## src/rtl/hazard_unit.sv

```systemverilog
// hazard_unit: pipeline forwarding, load-use stall and two-cycle branch flush control.
// Optional performance counters are built only when HAZARD_PERF_CNT_EN is defined.
module hazard_unit (
  input  logic        clk,
  input  logic        reset,
  input  logic [4:0]  RsD,
  input  logic [4:0]  RtD,
  input  logic [4:0]  RsE,
  input  logic [4:0]  RtE,
  input  logic [5:0]  OPE,
  input  logic [4:0]  WriteRegE,
  input  logic [4:0]  WriteRegM,
  input  logic [4:0]  WriteRegW,
  input  logic        RegWriteE,
  input  logic        RegWriteM,
  input  logic        RegWriteW,
  input  logic        tontbE,
  output logic        stalF,
  output logic        stalD,
  output logic        flushE,
  output logic [1:0]  forwardAE,
  output logic [1:0]  forwardBE,
  output logic [15:0] stall_cnt,
  output logic [15:0] flush_cnt
);
  typedef enum logic {RUN, BR_SHADOW} state_t;
  state_t state;
  logic lwStall, inRun;
  logic [4:0] unusedWriteRegE;
  assign unusedWriteRegE = WriteRegE;
  function automatic logic [1:0] fwdSel(input logic [4:0] src);
    return (RegWriteM && WriteRegM != 5'd0 && WriteRegM == src) ? 2'b10 :
           (RegWriteW && WriteRegW != 5'd0 && WriteRegW == src) ? 2'b01 : 2'b00;
  endfunction
  assign lwStall = OPE == 6'b100011 && RegWriteE && RtE != 5'd0 && (RtE == RsD || RtE == RtD);
  assign inRun = state == RUN;
  always_comb begin
    stalF = !reset && inRun && !tontbE && lwStall;
    stalD = stalF;
    flushE = !reset && (!inRun || tontbE || lwStall);
    forwardAE = reset ? 2'b00 : fwdSel(RsE);
    forwardBE = reset ? 2'b00 : fwdSel(RtE);
  end
  // A taken branch in RUN leaves one more wrong-path instruction to kill next cycle.
  always_ff @(posedge clk)
    if (reset) state <= RUN;
    else state <= (inRun && tontbE) ? BR_SHADOW : RUN;
`ifdef HAZARD_PERF_CNT_EN
  logic [15:0] stallCnt, flushCnt;
  always_ff @(posedge clk)
    if (reset) begin
      stallCnt <= '0;
      flushCnt <= '0;
    end else begin
      if (stalD && stallCnt != 16'hFFFF) stallCnt <= stallCnt + 16'd1;
      if (flushE && flushCnt != 16'hFFFF) flushCnt <= flushCnt + 16'd1;
    end
  assign stall_cnt = stallCnt;
  assign flush_cnt = flushCnt;
`else
  assign stall_cnt = 16'd0;
  assign flush_cnt = 16'd0;
`endif
endmodule

```

## config.mk

```make
export PLATFORM = sky130hd
export DESIGN_NAME = hazard_unit
export DESIGN_NICKNAME = d
export VERILOG_FILES = /design/src/rtl/hazard_unit.sv
export SDC_FILE = /design/constraint.sdc
export NUM_CORES = 1
export LEC_CHECK = 0
export ABC_CLOCK_PERIOD_IN_PS = 3200
export CORE_MARGIN = 2
export CORE_UTILIZATION = 28
export DETAILED_ROUTE_END_ITERATION = 8
export GPL_TIMING_DRIVEN = 0
export PLACE_DENSITY = 0.8
export SYNTH_ARGS = -nofsm -noshare
export SYNTH_HDL_FRONTEND = slang
export SYNTH_SLANG_ARGS = --single-unit
```

## constraint.sdc

```tcl
create_clock -name clk -period 3.2 [get_ports clk]
set_input_delay 0.96 -clock clk [delete_from_list [all_inputs] [get_ports clk]]
set_output_delay 0.96 -clock clk [all_outputs]
set_load 0.05 [all_outputs]
```

==> Flow_metrics.wiki, run 1 <==
{| class="wikitable"
! Metric !! Value
|-
| Flip-flop count of the largest register, all copies and words added || 1
|-
| Synthesized instance count || approximately 100
|-
| Leakage power summed over all cells || 0.791 nW
|-
| Net switching power || 0.000151 W
|-
| Most flop-heavy register || state
|-
| Reg-to-reg endpoint || state
|-
| Overall die area || between 3000 and 4000 um^2
|-
| Multi-input gate area || about 730 um^2
|-
| Achievable clock frequency || roughly 0.31 GHz
|-
| Max Cap Viol || 0
|-
| Routability cong. || 0.801
|-
| Final-report setup violation count || 2
|-
| Port bufs || between 40 and 50
|-
| Clock Latency Late Sink || 0 ps
|-
| Outcome || finished with violations
|-
| Horizontal extent of the die || approximately 56 um
|-
| Standard-cell rows || 18
|-
| Biggest area contributors in the synthesized netlist || buf_4 (33%), xor2_1 (23%), xnor2_1 (12%)
|-
| Library cell occupying the most area in the post-synthesis netlist || buf_4
|-
| Violated checks || negative setup slack
|-
| Routed WL per cell || 10.9 um
|-
| Final hold slack || 456 ps
|-
| Type of the tightest min-delay check || flip-flop to flip-flop
|-
| Final-report max-slew violation count || 0
|-
| Peak ir drop on the vdd network || roughly 0.00012 V
|-
| Number of remaining DRC errors || 0
|-
| Detailed Place HPWL || about 1.9 mm
|-
| Minimum clock period after layout || approximately 3200 ps
|-
| Setup repair after global routing missed its margin || true
|-
| Largest net degree at the start of global routing || 8
|-
| Relative contribution of sequential cells to total power || 5.3%
|-
| Async set-or-reset flop fraction in the synthesized netlist || 0%
|-
| Cell count of the worst hold path || 1
|-
| Beginning of the worst hold path || state
|-
| Cell Int Power || around 0.00011 W
|-
| Ys flop type || dfxtp_1
|-
| Worst-path clk slew || 0 ps
|-
| Wire length after detailed routing || ~2.3 mm
|-
| I/O pin total || 86
|-
| Most frequent cell after synthesis || buf_4
|-
| Share of total power consumed by net switching || a little under three fifths
|-
| Global-route wire length before repair || roughly 3.6 mm
|-
| Leading post-synthesis cells by instance count || buf_4 (33), xor2_1 (20), xnor2_1 (10)
|-
| Fraction of synthesized cell area taken by the top area cell type || between 30% and 40%
|-
| Seq/Total Area, Yosys || between 2 and 3%
|-
| Warning count from the yosys run || 0
|-
| Initial antenna violation count || 0
|-
| Distinct cell type count of the synthesized netlist || 23
|-
| Reg2reg start || state
|-
| Via count || approximately 840
|-
| Biggest regs || state x1
|-
| Nets@finish || ~230
|-
| Remaining antenna violation count after routing || 0
|-
| DRC marker count from the first detailed-route iteration || 6
|-
| Classification of the worst setup path || primary input to output pin
|-
| Via/cell ratio || around 4
|-
| Endpoint with the worst hold slack || state
|-
| First-pass detailed-route iteration total || 3
|-
| Final global-route overflow total || 0
|-
| Die outline height || 56.0 um
|-
| Netlist area before placement || roughly 760 um^2
|-
| Sequential cell area || 20.0 um^2
|-
| Power density normalized to cell area || between 150 and 200 nW/um^2
|-
| Total core area || 2520 um^2
|-
| Mean cell area of the mapped netlist || ~7.5 um^2
|-
| Worst endpoint required time || around 2200 ps
|-
| Final Hold Violating Endpoints || 0
|-
| Number of enable-type register cells in the synthesized netlist || 0
|-
| Layout Cell Area excl Fill || 1530 um^2
|-
| Setup slack, reg-to-reg || approximately 2600 ps
|-
| Final critical-path share of the clock period || 101%
|-
| Critical path launch point type || primary input
|-
| Slack of the critical path || -28.3 ps
|-
| Number of synthesized register bits || 1
|-
| Kind of end point of the critical path || output pin
|-
| Effective utilization at floorplan || a little under a third
|-
| Combinational fraction of design power || 94.7%
|-
| Maximum fanout encountered on the critical timing path || 3
|-
| # fillers || ~230
|-
| Data arrival, critical path || between 2000 and 2500 ps
|-
| Global-route total usage across every layer || 13.6%
|-
| Share of power burned in the clock network || 0%
|-
| Layout cell share with drive strength beyond 1 || a little under half
|-
| Fin Clk Skew || 0 ps
|-
| Depth of the most critical reg-to-reg path || 1
|-
| Placed Area || between 1000 and 1500 um^2
|-
| Vias in the first global route || around 820
|-
| Area grow syn2layout || 102%
|-
| N_diodes || 0
|}
-- cells in the final DEF, fill, tap and decap left out, types with 3 or more instances in the layout --
master,count
buf_2,3
buf_4,39
buf_6,10
clkbuf_2,5
clkdlybuf4s50_1,4
conb_1,32
dlygate4sd2_1,12
dlymetal6s2s_1,5
nor3_2,3
nor4_4,3
or4_4,4
xnor2_1,9
xor2_1,20
-- power groups by stage --
stage	clock network [W]	logic (W)	registers, W
after floorplan	0	0.000171	0.0000138
after global placement	0	0.000233	0.0000139
after detailed placement	0	0.000236	0.0000140
after CTS	0	0.000236	0.0000140
after global routing	0	0.000264	0.0000141
final	0	0.000249	0.0000140
-- layer usage --
metal  global-route usage (%)  wire length (um)  vias up
met1                     15.1               792      362
met2                     27.7              1290       42
met3                     1.40               157        4
met5                        0                 0        -
met4                     1.36                42        0
li1                         -                 -      427
-- cells by family (layout without fill, tap and decap cells) --
group,after synthesis,after routing,share of synthesized area (%)
xor+xnor,30,30,34.7
simple gates,25,25,21.5
other cells,1,32,0.495
compound gates,6,6,5.46
flops,1,1,2.64
buf+inv,38,85,35.2
-- metrics by stage --
stage | setup TNS, ps | total power [W] | setup WS (ps) | util (%) | instances
2_1_floorplan | -640 | 0.000185 | -178 | - | 132
3_3_place_gp | -6690 | 0.000247 | -1320 | 56.4 | 205
3_5_place_dp | -6770 | 0.000250 | -1290 | 56.4 | 205
4_1_cts | -256 | 0.000250 | -143 | 57.7 | 207
5_1_grt | -232 | 0.000278 | -93.2 | 60.6 | 209
6_report | -48.7 | 0.000263 | -28.3 | 60.6 | 209
-- final cells by class --
class,instances,share of cell area [%]
multi-input combinational,93,47.9
timing repair buffer,48,30.3
buffer,37,18.0
tap,30,2.46
sequential,1,1.31
-- what timing repair did --
action | 4_1_cts | 5_1_grt
gates resized for setup | 105 | 58
hold buffers | 0 | 0
pin swaps | 15 | 11
endpoints found under the setup margin | 7 | 7
setup buffers | 3 | 2
-- critical path, cell delays in order --
cell and delay, ps:
buf_12 100, nor2b_4 100, o21ai_2 70, or4_4 540
nor4_4 290, buf_6 190
-- worst max path at each step --
stage | start | endpoint | slack [ps] | depth (start not counted)
after global placement | reset | forwardBE[0] | -1320 | 6
after detailed placement | reset | forwardBE[0] | -1290 | 6
after global routing | RsE[1] | forwardAE[0] | -90 | 6
after floorplan | RtE[4] | forwardBE[0] | -180 | 4
final | reset | forwardBE[0] | -30 | 6
after CTS | WriteRegM[4] | forwardAE[0] | -140 | 7
Power figures use the tool's default switching activity.
==> inputs of run 2 (changes only) <==
==> constraint.sdc (replaced) <==
create_clock -name clk -period 3.2 [get_ports clk]
set_input_delay 0.64 -clock clk [delete_from_list [all_inputs] [get_ports clk]]
set_output_delay 0.64 -clock clk [all_outputs]
set_load 0.05 [all_outputs]
==> run 2 against run 1 <==
Effect of this change: the run now ends clean; cell area shrank 12%; sequential share of layout area grew 0.18 points; setup slack improved by 66 ps; global-route usage shrank 0.38 points; clock skew stayed put; die area unchanged; critical path type unchanged; via count shrank 1.7%; routed wire length down 2.7%; power shrank 7.3%.
==> Flow_metrics.wiki, run 2 (synthesis gave the netlist of run 1 again) <==
{| class="wikitable"
! Metric !! Value
|-
| Total core area || 2520 um^2 (unchanged)
|-
| Effective utilization at floorplan || 30.0% (unchanged)
|-
| Core utilization of the finished layout || 53.2% (was 60.6%)
|-
| Worst endpoint required time || 2560 ps (was 2240 ps)
|-
| Maximum fanout encountered on the critical timing path || 3 (unchanged)
|-
| Reg2reg start || state (unchanged)
|-
| Final critical-path share of the clock period || 98.8% (was 101%)
|-
| Kind of end point of the critical path || output pin (unchanged)
|-
| Setup slack, reg-to-reg || 2620 ps (was 2630 ps)
|-
| Share of total power consumed by net switching || 56.1% (was 57.5%)
|-
| Net switching power || 0.000137 W (was 0.000151 W)
|-
| Biggest regs || state x1 (unchanged)
|-
| Final-report setup violation count || 0 (was 2)
|-
| Via/cell ratio || 3.99 (was 4.00)
|-
| Reg-to-reg endpoint || state (unchanged)
|-
| Final Hold Violating Endpoints || 0 (unchanged)
|-
| Critical path launch point type || primary input (unchanged)
|-
| Power density normalized to cell area || 182 nW/um^2 (was 172 nW/um^2)
|-
| Overall power of the completed layout || 0.000244 W (was 0.000263 W)
|-
| Max Cap Viol || 0 (unchanged)
|-
| Multi-input gate area || 602 um^2 (was 732 um^2)
|-
| Met2 Track Usage GR || 28.2% (was 27.7%)
|-
| Detailed Place HPWL || 2.01 mm (was 1.95 mm)
|-
| Global-route wire length before repair || 3.47 mm (was 3.60 mm)
|-
| # fillers || 261 (was 234)
|-
| Combinational fraction of design power || 94.2% (was 94.7%)
|-
| Final global-route overflow total || 0 (unchanged)
|-
| Flip-flop count of the largest register, all copies and words added || 1 (unchanged)
|-
| Vias in the first global route || 802 (was 815)
|-
| Final hold slack || 461 ps (was 456 ps)
|-
| Horizontal extent of the die || 56.0 um (unchanged)
|-
| Global Route met1 Usage || 13.3% (was 15.1%)
|-
| Fin Clk Skew || 0 ps (unchanged)
|-
| Clock Latency Late Sink || 0 ps (about the same)
|-
| Port bufs || 43 (unchanged)
|-
| Layout cell share with drive strength beyond 1 || 25.6% (was 47.5%)
|-
| Most flop-heavy register || state (unchanged)
|-
| Leakage power summed over all cells || 0.629 nW (was 0.791 nW)
|-
| Achievable clock frequency || 0.316 GHz (was 0.310 GHz)
|-
| CP peak stage delay || 570 ps (was 540 ps)
|-
| Nets@finish || 225 (was 228)
|-
| Endpoint with the worst hold slack || state (unchanged)
|-
| CP top delay family || simple AND/OR/NAND/NOR gates (unchanged)
|-
| I/O pin total || 86 (unchanged)
|-
| Critical Path, Cell by Cell || clkdlybuf4s50_1 -> or4_4 -> o21ai_2 -> nor3_1 -> nor4_2 -> buf_4 (was buf_12 -> nor2b_4 -> o21ai_2 -> or4_4 -> nor4_4 -> buf_6)
|-
| Remaining antenna violation count after routing || 0 (unchanged)
|-
| Initial antenna violation count || 0 (unchanged)
|-
| Peak ir drop on the vdd network || 0.000118 V (was 0.000122 V)
|-
| Cell Int Power || 0.000107 W (was 0.000112 W)
|-
| Most frequent cells in the layout || buf_4 (36), clkdlybuf4s50_1 (36), conb_1 (32) (was buf_4 (39), conb_1 (32), xor2_1 (20))
|-
| Minimum clock period after layout || 3160 ps (was 3230 ps)
|-
| Wire length after detailed routing || 2.22 mm (was 2.28 mm)
|-
| Via count || 821 (was 835)
|-
| Routed WL per cell || 10.8 um (was 10.9 um)
|-
| Beginning of the worst hold path || state (unchanged)
|-
| Buffers plus inverters on the worst setup path || 2 (unchanged)
|-
| Overall die area || 3140 um^2 (unchanged)
|-
| Share of power burned in the clock network || 0% (about the same)
|-
| Number of remaining DRC errors || 0 (unchanged)
|-
| GR peak layer || met2 (unchanged)
|-
| Final-report max-slew violation count || 0 (unchanged)
|-
| Standard-cell rows || 18 (unchanged)
|-
| Relative contribution of sequential cells to total power || 5.8% (was 5.3%)
|-
| Sequential cell area || 20.0 um^2 (unchanged)
|-
| Die outline height || 56.0 um (unchanged)
|-
| Largest net degree at the start of global routing || 8 (unchanged)
|-
| Cell count of the worst hold path || 1 (unchanged)
|-
| Global-route total usage across every layer || 13.2% (was 13.6%)
|-
| Type of the tightest min-delay check || flip-flop to flip-flop (unchanged)
|-
| Data arrival, critical path || 2520 ps (was 2270 ps)
|-
| Outcome || complete, no violations (was finished with violations)
|-
| Classification of the worst setup path || primary input to output pin (unchanged)
|-
| Slowest stage cell on the critical path || or4_4 (unchanged)
|-
| Area grow syn2layout || 77.2% (was 102%)
|-
| First-pass detailed-route iteration total || 4 (was 3)
|-
| Worst-path clk slew || 0 ps (about the same)
|-
| Routability cong. || 0.821 (was 0.801)
|-
| N_diodes || 0 (unchanged)
|-
| DRC marker count from the first detailed-route iteration || 7 (was 6)
|-
| Depth of the most critical reg-to-reg path || 1 (unchanged)
|-
| Global-route met3 utilization || 1.86% (was 1.40%)
|}
-- run 2: worst max-delay path by stage --
stage | start | cells past startpoint | to
after CTS | WriteRegM[1] | 6 | forwardAE[0]
after floorplan | RtE[2] | 5 | flushE
after global placement | WriteRegM[1] | 6 | forwardBE[0]
after global routing | WriteRegM[1] | 6 | forwardAE[1]
after detailed placement | WriteRegM[1] | 6 | forwardAE[0]
final | WriteRegM[1] | 6 | forwardAE[0]
-- run 2: timing repair --
| action | 4_1_cts | 5_1_grt |
|---|---|---|
| setup buffers | 0 | 1 |
| endpoints found under the setup margin | 7 | 5 |
| gates resized for setup | 19 | 8 |
| pin swaps | 0 | 1 |
| hold buffers | 0 | 0 |
-- run 2: layout make-up --
type	count	share of cell area, %
plain buffers	38	19.9
well taps	30	2.80
multi-input cells	93	44.9
repair buffers	44	31.0
flip-flops and latches	1	1.49
-- run 2: power by group through the flow --
stage                     logic, W  registers, W  clock network [W]
after floorplan           0.000163     0.0000138                  0
after global placement    0.000223     0.0000139                  0
after detailed placement  0.000227     0.0000140                  0
after CTS                 0.000226     0.0000140                  0
after global routing      0.000243     0.0000141                  0
final                     0.000230     0.0000141                  0
-- run 2: through the flow --
stage               setup TNS, ps  cells  setup WS [ps]  cell area [um^2]
CTS                             0    205           39.3              1340
global placement            -1840    205           -544              1350
global route                -28.1    206          -10.9              1340
floorplan                       0    132           69.2               885
detailed placement          -1920    205           -568              1350
finish                          0    206           37.8              1340
-- run 2: per-layer routing --
layer  vias up  part of all wire [%]
met1       357                    36
met2        42                    56
met4         0                     0
met5         -                     0
met3         0                   7.3
li1        422                     -
==> inputs of run 3 (changes only) <==
Settings changed: HOLD_SLACK_MARGIN set to 0.1, MAX_ROUTING_LAYER set to met4.
==> run 3 against run 2 <==
Effect of this change: power unchanged; sequential power about the same; worst hold slack unchanged; die area unchanged; critical path depth unchanged; maximum frequency unchanged; combinational power about the same; cell area unchanged; largest power group unchanged; setup slack unchanged; core utilization unchanged.
==> Flow_metrics.wiki, run 3 (synthesis gave the netlist of run 1 again) <==
{| class="wikitable"
! Metric !! Value
|-
| Hold bufs inserted after CTS || 0 (unchanged)
|-
| Final global-route overflow total || 0 (unchanged)
|-
| N_diodes || 0 (unchanged)
|-
| Final-report max-slew violation count || 0 (unchanged)
|-
| Die outline height || 56.0 um (unchanged)
|-
| Final critical-path share of the clock period || 98.8% (unchanged)
|-
| Peak ir drop on the vdd network || 0.000118 V (unchanged)
|-
| Initial antenna violation count || 0 (unchanged)
|-
| Fin Clk Skew || 0 ps (unchanged)
|-
| Minimum clock period after layout || 3160 ps (unchanged)
|-
| Global-route wire length before repair || 3.47 mm (unchanged)
|-
| Count of placed standard cells including taps || 205 (unchanged)
|-
| Via count || 821 (unchanged)
|-
| Number of standard cells in the layout, taps in and fillers out || 206 (unchanged)
|-
| DRC marker count from the first detailed-route iteration || 7 (unchanged)
|-
| Most frequent cells in the layout || buf_4 (36), clkdlybuf4s50_1 (36), conb_1 (32) (unchanged)
|-
| Via/cell ratio || 3.99 (unchanged)
|-
| Layout cell share with drive strength beyond 1 || 25.6% (unchanged)
|-
| Slack of the critical path || 37.8 ps (unchanged)
|-
| Outcome || complete, no violations (unchanged)
|-
| Wire length after detailed routing || 2.22 mm (unchanged)
|-
| Vias in the first global route || 802 (unchanged)
|-
| Effective utilization at floorplan || 30.0% (unchanged)
|-
| Largest net degree at the start of global routing || 8 (unchanged)
|-
| Total core area || 2520 um^2 (unchanged)
|-
| Routed WL per cell || 10.8 um (unchanged)
|-
| Standard-cell rows || 18 (unchanged)
|-
| Overall die area || 3140 um^2 (unchanged)
|-
| Achievable clock frequency || 0.316 GHz (unchanged)
|-
| Nets@finish || 225 (unchanged)
|-
| Max Cap Viol || 0 (unchanged)
|-
| Horizontal extent of the die || 56.0 um (unchanged)
|-
| Power density normalized to cell area || 182 nW/um^2 (unchanged)
|-
| Area grow syn2layout || 77.2% (unchanged)
|-
| Biggest regs || state x1 (unchanged)
|-
| Most flop-heavy register || state (unchanged)
|-
| Final hold slack || 461 ps (unchanged)
|-
| Number of remaining DRC errors || 0 (unchanged)
|-
| # fillers || 261 (unchanged)
|-
| Final Hold Violating Endpoints || 0 (unchanged)
|-
| Worst endpoint required time || 2560 ps (about the same)
|-
| Port bufs || 43 (unchanged)
|-
| Setup slack after placement || -568 ps (unchanged)
|-
| Sequential cell area || 20.0 um^2 (unchanged)
|-
| Type of the tightest min-delay check || flip-flop to flip-flop (unchanged)
|-
| Routability cong. || 0.833 (was 0.821)
|-
| Worst-path clk slew || 0 ps (about the same)
|-
| Final-report setup violation count || 0 (unchanged)
|-
| Leakage power summed over all cells || 0.629 nW (unchanged)
|-
| Maximum fanout encountered on the critical timing path || 3 (unchanged)
|-
| I/O pin total || 86 (unchanged)
|-
| Clock Latency Late Sink || 0 ps (about the same)
|-
| Remaining antenna violation count after routing || 0 (unchanged)
|-
| Data arrival, critical path || 2520 ps (about the same)
|-
| Global-route total usage across every layer || 13.5% (was 13.2%)
|-
| Flip-flop count of the largest register, all copies and words added || 1 (unchanged)
|-
| Critical path launch point type || primary input (unchanged)
|-
| Kind of end point of the critical path || output pin (unchanged)
|-
| First-pass detailed-route iteration total || 4 (unchanged)
|-
| Multi-input gate area || 602 um^2 (unchanged)
|-
| Classification of the worst setup path || primary input to output pin (unchanged)
|-
| Detailed Place HPWL || 2.01 mm (unchanged)
|}
## run 3: final cells by class
type	instances	share of cell area, %
timing repair buffer	44	31.0
tap	30	2.80
sequential	1	1.49
multi-input combinational	93	44.9
buffer	38	19.9
## run 3: report_power, final
part | internal, W | switching (W) | leakage (nW)
Sequential | 0.0000135 | 0.000000594 | 0.00829
Combinational | 0.0000934 | 0.000136 | 0.620
Clock | 0 | 0 | 0
Total | 0.000107 | 0.000137 | 0.629
## run 3: repair_timing
item / in CTS / in global routing
endpoints found under the hold margin: 0 / 0
pin swaps: 0 / 1
endpoints found under the setup margin: 7 / 5
buffers inserted: 0 / 1
resized for setup: 19 / 8
## run 3: path summary, 6_finish.rpt
kind	from	end	slack, ps	cells after the start
worst max-delay path	WriteRegM[1]	forwardAE[0]	40	6
worst min-delay path	state	state	460	1
worst max register to register	state	state	2620	1
worst min register to register	state	state	460	1
## run 3: worst max-delay path, cell delays in order
cell	delay (ps)
clkdlybuf4s50_1	480
or4_4	570
o21ai_2	190
nor3_1	90
nor4_2	300
buf_4	250
## run 3: routing by layer
layer	vias to the layer above	global-route usage, %	wire (um)
li1	422	-	-
met1	357	13.5	810
met2	42	28.2	1250
met3	0	1.63	159
met4	0	1.36	0
met5	-	-	0
## run 3: metrics by stage
| step | cell area [um^2] | utilization (%) | total power [W] | TNS [ps] |
|---|---|---|---|---|
| CTS | 1340 | 53.2 | 0.000240 | 0 |
| finish | 1340 | 53.2 | 0.000244 | 0 |
| detailed placement | 1350 | 53.6 | 0.000241 | -1920 |
| floorplan | 885 | - | 0.000176 | 0 |
| global route | 1340 | 53.2 | 0.000257 | -28.1 |
| global placement | 1350 | 53.6 | 0.000237 | -1840 |
